**src/rtl/cipher_xor_unit.sv**
```systemverilog
// cipher_xor_unit: XORs message words with buffered keystream words from a small FIFO.
module cipher_xor_unit #(
  parameter int KS_DEPTH = 4
) (
  input  logic        clk,
  input  logic        reset,
  input  logic        start,
  input  logic [31:0] keystream,
  input  logic        ks_valid,
  output logic        ks_ready,
  input  logic [31:0] pt_data,
  input  logic        pt_valid,
  input  logic        pt_last,
  output logic        pt_ready,
  output logic [31:0] ct_data,
  output logic        ct_valid,
  output logic        ct_last,
  input  logic        ct_ready,
  output logic [15:0] word_count,
  output logic        busy
);
  localparam int AW = $clog2(KS_DEPTH);
  typedef enum logic [1:0] {IDLE, RUN, DONE} state_t;
  state_t        state_q, state_d;
  logic [31:0]   mem_q [KS_DEPTH];
  logic [AW-1:0] wr_ptr_q, wr_ptr_d, rd_ptr_q, rd_ptr_d;
  logic [AW:0]   count_q, count_d;
  logic [31:0]   ct_data_q, ct_data_d;
  logic          ct_valid_q, ct_valid_d, ct_last_q, ct_last_d;
  logic [15:0]   wc_q, wc_d;
  logic          push, fire, flush;
  assign ks_ready   = (count_q < (AW+1)'(KS_DEPTH)) && (state_q != DONE);
  assign pt_ready   = (state_q == RUN) && (count_q != '0) && (!ct_valid_q || ct_ready);
  assign push       = ks_valid && ks_ready;
  assign fire       = pt_valid && pt_ready;
  // the final output word leaving DONE ends the message and discards spare keystream
  assign flush      = (state_q == DONE) && ct_valid_q && ct_ready && ct_last_q;
  assign ct_data    = ct_data_q;
  assign ct_valid   = ct_valid_q;
  assign ct_last    = ct_last_q;
  assign word_count = wc_q;
  assign busy       = state_q != IDLE;
  always_comb begin
    state_d = state_q;
    if (state_q == IDLE && start) state_d = RUN;
    if (state_q == RUN && fire && pt_last) state_d = DONE;
    if (flush) state_d = IDLE;
  end
  always_comb begin
    wr_ptr_d   = flush ? '0 : wr_ptr_q + AW'(push);
    rd_ptr_d   = flush ? '0 : rd_ptr_q + AW'(fire);
    count_d    = flush ? '0 : count_q + (AW+1)'(push) - (AW+1)'(fire);
    ct_data_d  = fire ? (pt_data ^ mem_q[rd_ptr_q]) : ct_data_q;
    ct_last_d  = fire ? pt_last : ct_last_q;
    ct_valid_d = fire || (ct_valid_q && !ct_ready);
    wc_d       = (state_q == IDLE && start) ? 16'd0 : wc_q + 16'(fire);
  end
  always_ff @(posedge clk or negedge reset) begin
    if (!reset) begin
      state_q    <= IDLE;
      wr_ptr_q   <= '0;
      rd_ptr_q   <= '0;
      count_q    <= '0;
      ct_data_q  <= '0;
      ct_valid_q <= 1'b0;
      ct_last_q  <= 1'b0;
      wc_q       <= '0;
    end else begin
      state_q    <= state_d;
      wr_ptr_q   <= wr_ptr_d;
      rd_ptr_q   <= rd_ptr_d;
      count_q    <= count_d;
      ct_data_q  <= ct_data_d;
      ct_valid_q <= ct_valid_d;
      ct_last_q  <= ct_last_d;
      wc_q       <= wc_d;
    end
  end
  // storage needs no reset: only entries below count are ever read
  always_ff @(posedge clk) begin
    if (push) mem_q[wr_ptr_q] <= keystream;
  end
endmodule

```
**config.mk**
```make
export PLATFORM = sky130hd
export DESIGN_NAME = cipher_xor_unit
export DESIGN_NICKNAME = d
export VERILOG_FILES = /design/src/rtl/cipher_xor_unit.sv
export SDC_FILE = /design/constraint.sdc
export NUM_CORES = 1
export LEC_CHECK = 0
export CORE_ASPECT_RATIO = 0.9
export CORE_MARGIN = 2
export CORE_UTILIZATION = 40
export CTS_CLUSTER_DIAMETER = 150
export CTS_CLUSTER_SIZE = 28
export DETAILED_ROUTE_END_ITERATION = 8
export HOLD_SLACK_MARGIN = 0.05
export PLACE_DENSITY = 0.74
export SYNTH_ARGS = -nofsm -noshare
export SYNTH_HDL_FRONTEND = slang
export SYNTH_SLANG_ARGS = --single-unit
```
**constraint.sdc**
```tcl
create_clock -name clk -period 4.8 [get_ports clk]
set_input_delay 0.96 -clock clk [delete_from_list [all_inputs] [get_ports clk]]
set_output_delay 0.96 -clock clk [all_outputs]
set_load 0.02 [all_outputs]
```
* Word level (Yosys, flattened, before mapping) *
Memories as Yosys holds them, arrays and structs flattened.
Index checks and enable logic that the tools add are counted.
W data, S select, Z words.

word-level totals
  register bits = 59
  memory bits (writable) = 128
  memories kept = 1

memories
  memory  words  bits a word  rd ports  clocked after memory_dff  write ports  RTL line  RTL
  mem_q   4      32           1         0                         1            25        logic [31:0] mem_q [KS_DEPTH];

operators by class
  $add $sub $neg = 5
  $lt $le $gt $ge = 1
  equal/unequal tests = 3
  mux-type cells = 9
  bitwise gates (word level) = 1
  reductions and logical operators = 20

operators by type and width
  operator              count
  $xor A32 B32 Y32      1
  $add A16 B1 Y16       1
  $mux W16              1
  $logic_and A1 B1 Y1   12
  $mux W2               5
  $reduce_bool A3 Y1    2
  $add A2 B1 Y2         2
  $add A3 B1 Y3         1
  $lt A3 B3 Y1 const B  1
  $mux W3               1
  $sub A3 B1 Y3         1
  $eq A2 B1 Y1 const B  1
  $eq A2 B2 Y1 const B  1
  $logic_not A1 Y1      2
  $logic_not A2 Y1      1
  $logic_or A1 B1 Y1    2
  $mux W1               2
  $ne A2 B2 Y1 const B  1
  $reduce_bool A2 Y1    1

* Longest topological paths before layout *
  depth in word-level cells = 8
  depth in mapped cells = 11

* Worst setup path before layout *
OpenSTA, ideal clock, no wires.

  kind = input-to-reg
  start point = input port ks_valid
  end point = memory mem_q[0][0], enable pin
  library setup time = 468 ps
  data arrival time = 3708 ps
  data required time = 4332 ps
  setup slack = 624 ps
  stages = 2
  cell sequence = nor3b_2 -> nor3b_1

on the way
  cells in the longest elaborated chain, start to end = 3

ends and longest elaborated chain
  element                        RTL line  RTL
  start: declaration             9         input logic ks_valid,
  $logic_and A1 B1 Y1            34        assign push = ks_valid && ks_ready;
  $mux W1                        81        if (push) mem_q[wr_ptr_q] <= keystream;
  $mux W1 (not written as such)  81
  end: declaration               25

No other way between the ends.

* Worst setup path after layout *
  start point = input port ct_ready
  end point = output port pt_ready

on the way
  cells in the longest elaborated chain, start to end = 2

ends and longest elaborated chain
  element              RTL line  RTL
  start: declaration   18        input logic ct_ready,
  $logic_or A1 B1 Y1   33        assign pt_ready = (state_q == RUN) && (count_q != '0) && (!ct_valid_q || ct_ready);
  $logic_and A1 B1 Y1  33
  end: declaration     14        output logic pt_ready,

No other way between the ends.

==> flow_metrics.tcl <==
set metrics [dict create \
    leakagePower_uw 0.003363 \
    power.total_uw 5194 \
    hpwl_um 9874 \
    fin_crit_ns 3.600 \
    tightest_slew_ns 1.063 \
    cts_tree "done" \
    cp.required_ns 3.84 \
    syn_to_final_growth_pct 27.42 \
    crit_family "buffers and inverters" \
    nets 649 \
    final_cell_mix "edfxtp_1 (128), clkdlybuf4s50_1 (122), dfrtp_1 (57)" \
    drc 0 \
    die_area_um2 19670 \
    critPathMaxStageDelay_ns 0.59 \
    slowest_stage "clkdlybuf4s50_1" \
    drive_gt1_share_pct 13.80 \
    grt_usage_pct 15.88 \
    final_antenna_net_count 0 \
    regArea_um2 5323 \
    portBuffers 123 \
    synth.distinct_cells 41 \
    multi_input_area_um2 1994 \
    synth_seq_cells 187 \
    dpl.cell_count 800 \
    grt_max_degree 52 \
    first_pass_iters 4 \
    maxCapViolCount 0 \
    p_per_area_nw_per_um2 549.1 \
    coreArea_um2 18290 \
    fmax_mhz 277.8 \
    root_buffer "clkbuf_16" \
    syn_area_um2 7423 \
    drv_slew 0 \
    crit_buf_inv 3 \
    grt_pass1_wl_um 23610 \
    ios 124 \
    path_cells "clkdlybuf4s50_1 -> nor2b_1 -> or3_1 -> inv_1 -> clkdlybuf4s50_1" \
    clk_path_buf_depth 2 \
    clock_latency_ns 0.43 \
    rows 47 \
    hold_violations 0 \
    initial_core_util_pct 40.59 \
    yosysSeqAreaShare_pct 71.67 \
    hold_class "flop to flop" \
    ir_drop_v 0.0002473 \
    fp.dieH_um 133.2 \
    finalNonFillerCells 832 \
    grt_setup_unrepaired "false" \
    finalSetupTns_ns 0 \
    fin_util_pct 51.72 \
    crit_type "input pin to output pin" \
    end_kind "output pin" \
    cpMostUsedCell "clkdlybuf4s50_1" \
    gp_congestion 0.7795 \
    grt_overflow 0 \
    num_vias 4166 \
    insertedDiodeCount 0 \
    fin_skew_ns 0.01052 \
    final_common_cell "edfxtp_1" \
    syn_inst 448 \
    die_w_um 147.6 \
    htreeDepth 4 \
    clock_sinks 187 \
    ys_warn_count 0 \
    cp-start-kind "input pin" \
    fillers 1499 \
    cp.arrival_ns 2.64 \
    fin_hold_ws_ns 0.4826 \
    synth_nets 523 \
    postCtsSetupBuffers 0 \
    crit_fanout 4 \
    hold_buffers 0 \
    cts_resized 0 \
    grt_antenna_before_repair 0 \
    drt_iter0_markers 201 \
    slew_headroom_pct 28.98 \
    grt_pass1_vias 4530 \
    viasPerCell 5.007 \
    outcome "completed" \
    post_drt_wl_per_cell_um 17.63 \
    avgSynthCellArea_um2 16.57 \
    setup_viol 0 \
    routed_wl_um 14670 \
    clk_pin_slew_ns 0.07 \
    period_share_pct 75.00 \
    cts-buffers-inserted 17 \
]
[path summary, 6_finish.rpt]
| kind | cells past startpoint | end | slack [ns] | startpoint |
|---|---|---|---|---|
| worst min register to register | 2 | ct_data[16] | 0.48 | ct_data[16] |
| worst max-delay path | 5 | pt_ready | 1.20 | ct_ready |
| min in group asynchronous | 1 | rd_ptr_q[1] | 0.56 | reset |
| worst min-delay path | 2 | ct_data[16] | 0.48 | ct_data[16] |
| max in group asynchronous | 2 | ct_data[11] | 3.33 | reset |
| worst max register to register | 7 | rd_ptr_q[1] | 2.05 | count_q[2] |
[cell usage after synthesis]
library cell | n | area share, %
nor3b_2 | 1 | 0.17
nor2b_1 | 4 | 0.34
and3_1 | 2 | 0.17
or2_2 | 2 | 0.17
dfrtp_1 | 59 | 20
nor3_1 | 1 | 0.067
and4_1 | 2 | 0.24
edfxtp_1 | 128 | 52
or3_1 | 7 | 0.59
xnor2_1 | 37 | 4.4
nand2b_4 | 1 | 0.19
or4_1 | 2 | 0.20
mux2i_1 | 5 | 0.67
nand4_4 | 1 | 0.29
nor4_1 | 2 | 0.17
o21ai_0 | 38 | 2.6
nor3b_1 | 1 | 0.10
o31ai_1 | 3 | 0.30
ha_1 | 3 | 0.51
or4b_1 | 1 | 0.13
buf_1 | 1 | 0.051
fa_1 | 1 | 0.27
or4_4 | 1 | 0.15
nand3_1 | 3 | 0.20
nand3b_1 | 1 | 0.10
nand4_1 | 5 | 0.42
clkinv_1 | 1 | 0.051
xor2_1 | 1 | 0.12
nand2b_1 | 2 | 0.17
buf_6 | 1 | 0.15
clkbuf_1 | 10 | 0.51
nand2_1 | 46 | 2.3
o41ai_2 | 1 | 0.22
buf_2 | 9 | 0.61
and2_1 | 2 | 0.17
and2b_1 | 1 | 0.10
a21oi_1 | 12 | 0.81
mux4_2 | 32 | 9.7
and3b_1 | 1 | 0.12
nor2_1 | 11 | 0.56
inv_1 | 6 | 0.30
[per-layer routing]
metal | track usage [%] | part of all wire, % | up-vias
met3 | 4.281 | 4.8 | 17
met5 | 0 | 0 | -
met2 | 27.86 | 53 | 124
met1 | 18.75 | 41 | 2095
met4 | 5.983 | 1.3 | 0
li1 | - | - | 1930
[logic make-up after synthesis]
| kind of cell | synth area share [%] |
|---|---|
| fa+ha+maj | 0.7754 |
| xor+xnor | 4.483 |
| simple gates | 7.129 |
| compound gates | 3.894 |
| mux | 10.38 |
| flops | 71.67 |
| buf+inv | 1.669 |
[registers in the layout (all words and copies together), names as in the netlist]
| name | flops |
|---|---|
| state_q | 2 |
| ct_valid | 1 |
| ct_last | 1 |
| word_count | 16 |
| count_q | 3 |
| mem_q | 128 |
| wr_ptr_q | 2 |
| rd_ptr_q | 2 |
| ct_data | 32 |
[report_power, final]
group          total (uW)  internal [uW]  switching, uW
logic                1600            826            777
registers            2290           2070            226
clock network        1300            700            600
[cell type report]
cell class | count | share of cell area [%]
clock inverters | 12 | 0.9259
clock buffers | 20 | 4.841
repair buffers | 128 | 13.36
multi-input cells | 233 | 21.08
well taps | 245 | 3.241
inverters | 7 | 0.2778
flip-flops and latches | 187 | 56.27
[worst reg2reg max path, cell delays in order (launching register included)]
cell	delay [ns]
dfrtp_1	0.43
nor3_1	0.39
or4_4	0.42
buf_4	0.46
clkinv_1	0.37
ha_1	0.30
xnor2_1	0.13
nor2_1	0.17
[metrics by stage]
step           area [um^2]  setup slack [ns]
2_1_floorplan         7423            0.6243
3_3_place_gp          8914             1.203
3_5_place_dp          8914             1.194
4_1_cts               9459             1.202
5_1_grt               9459             1.137
6_report              9459             1.200
No activity file was read; power rests on OpenSTA's default activity.
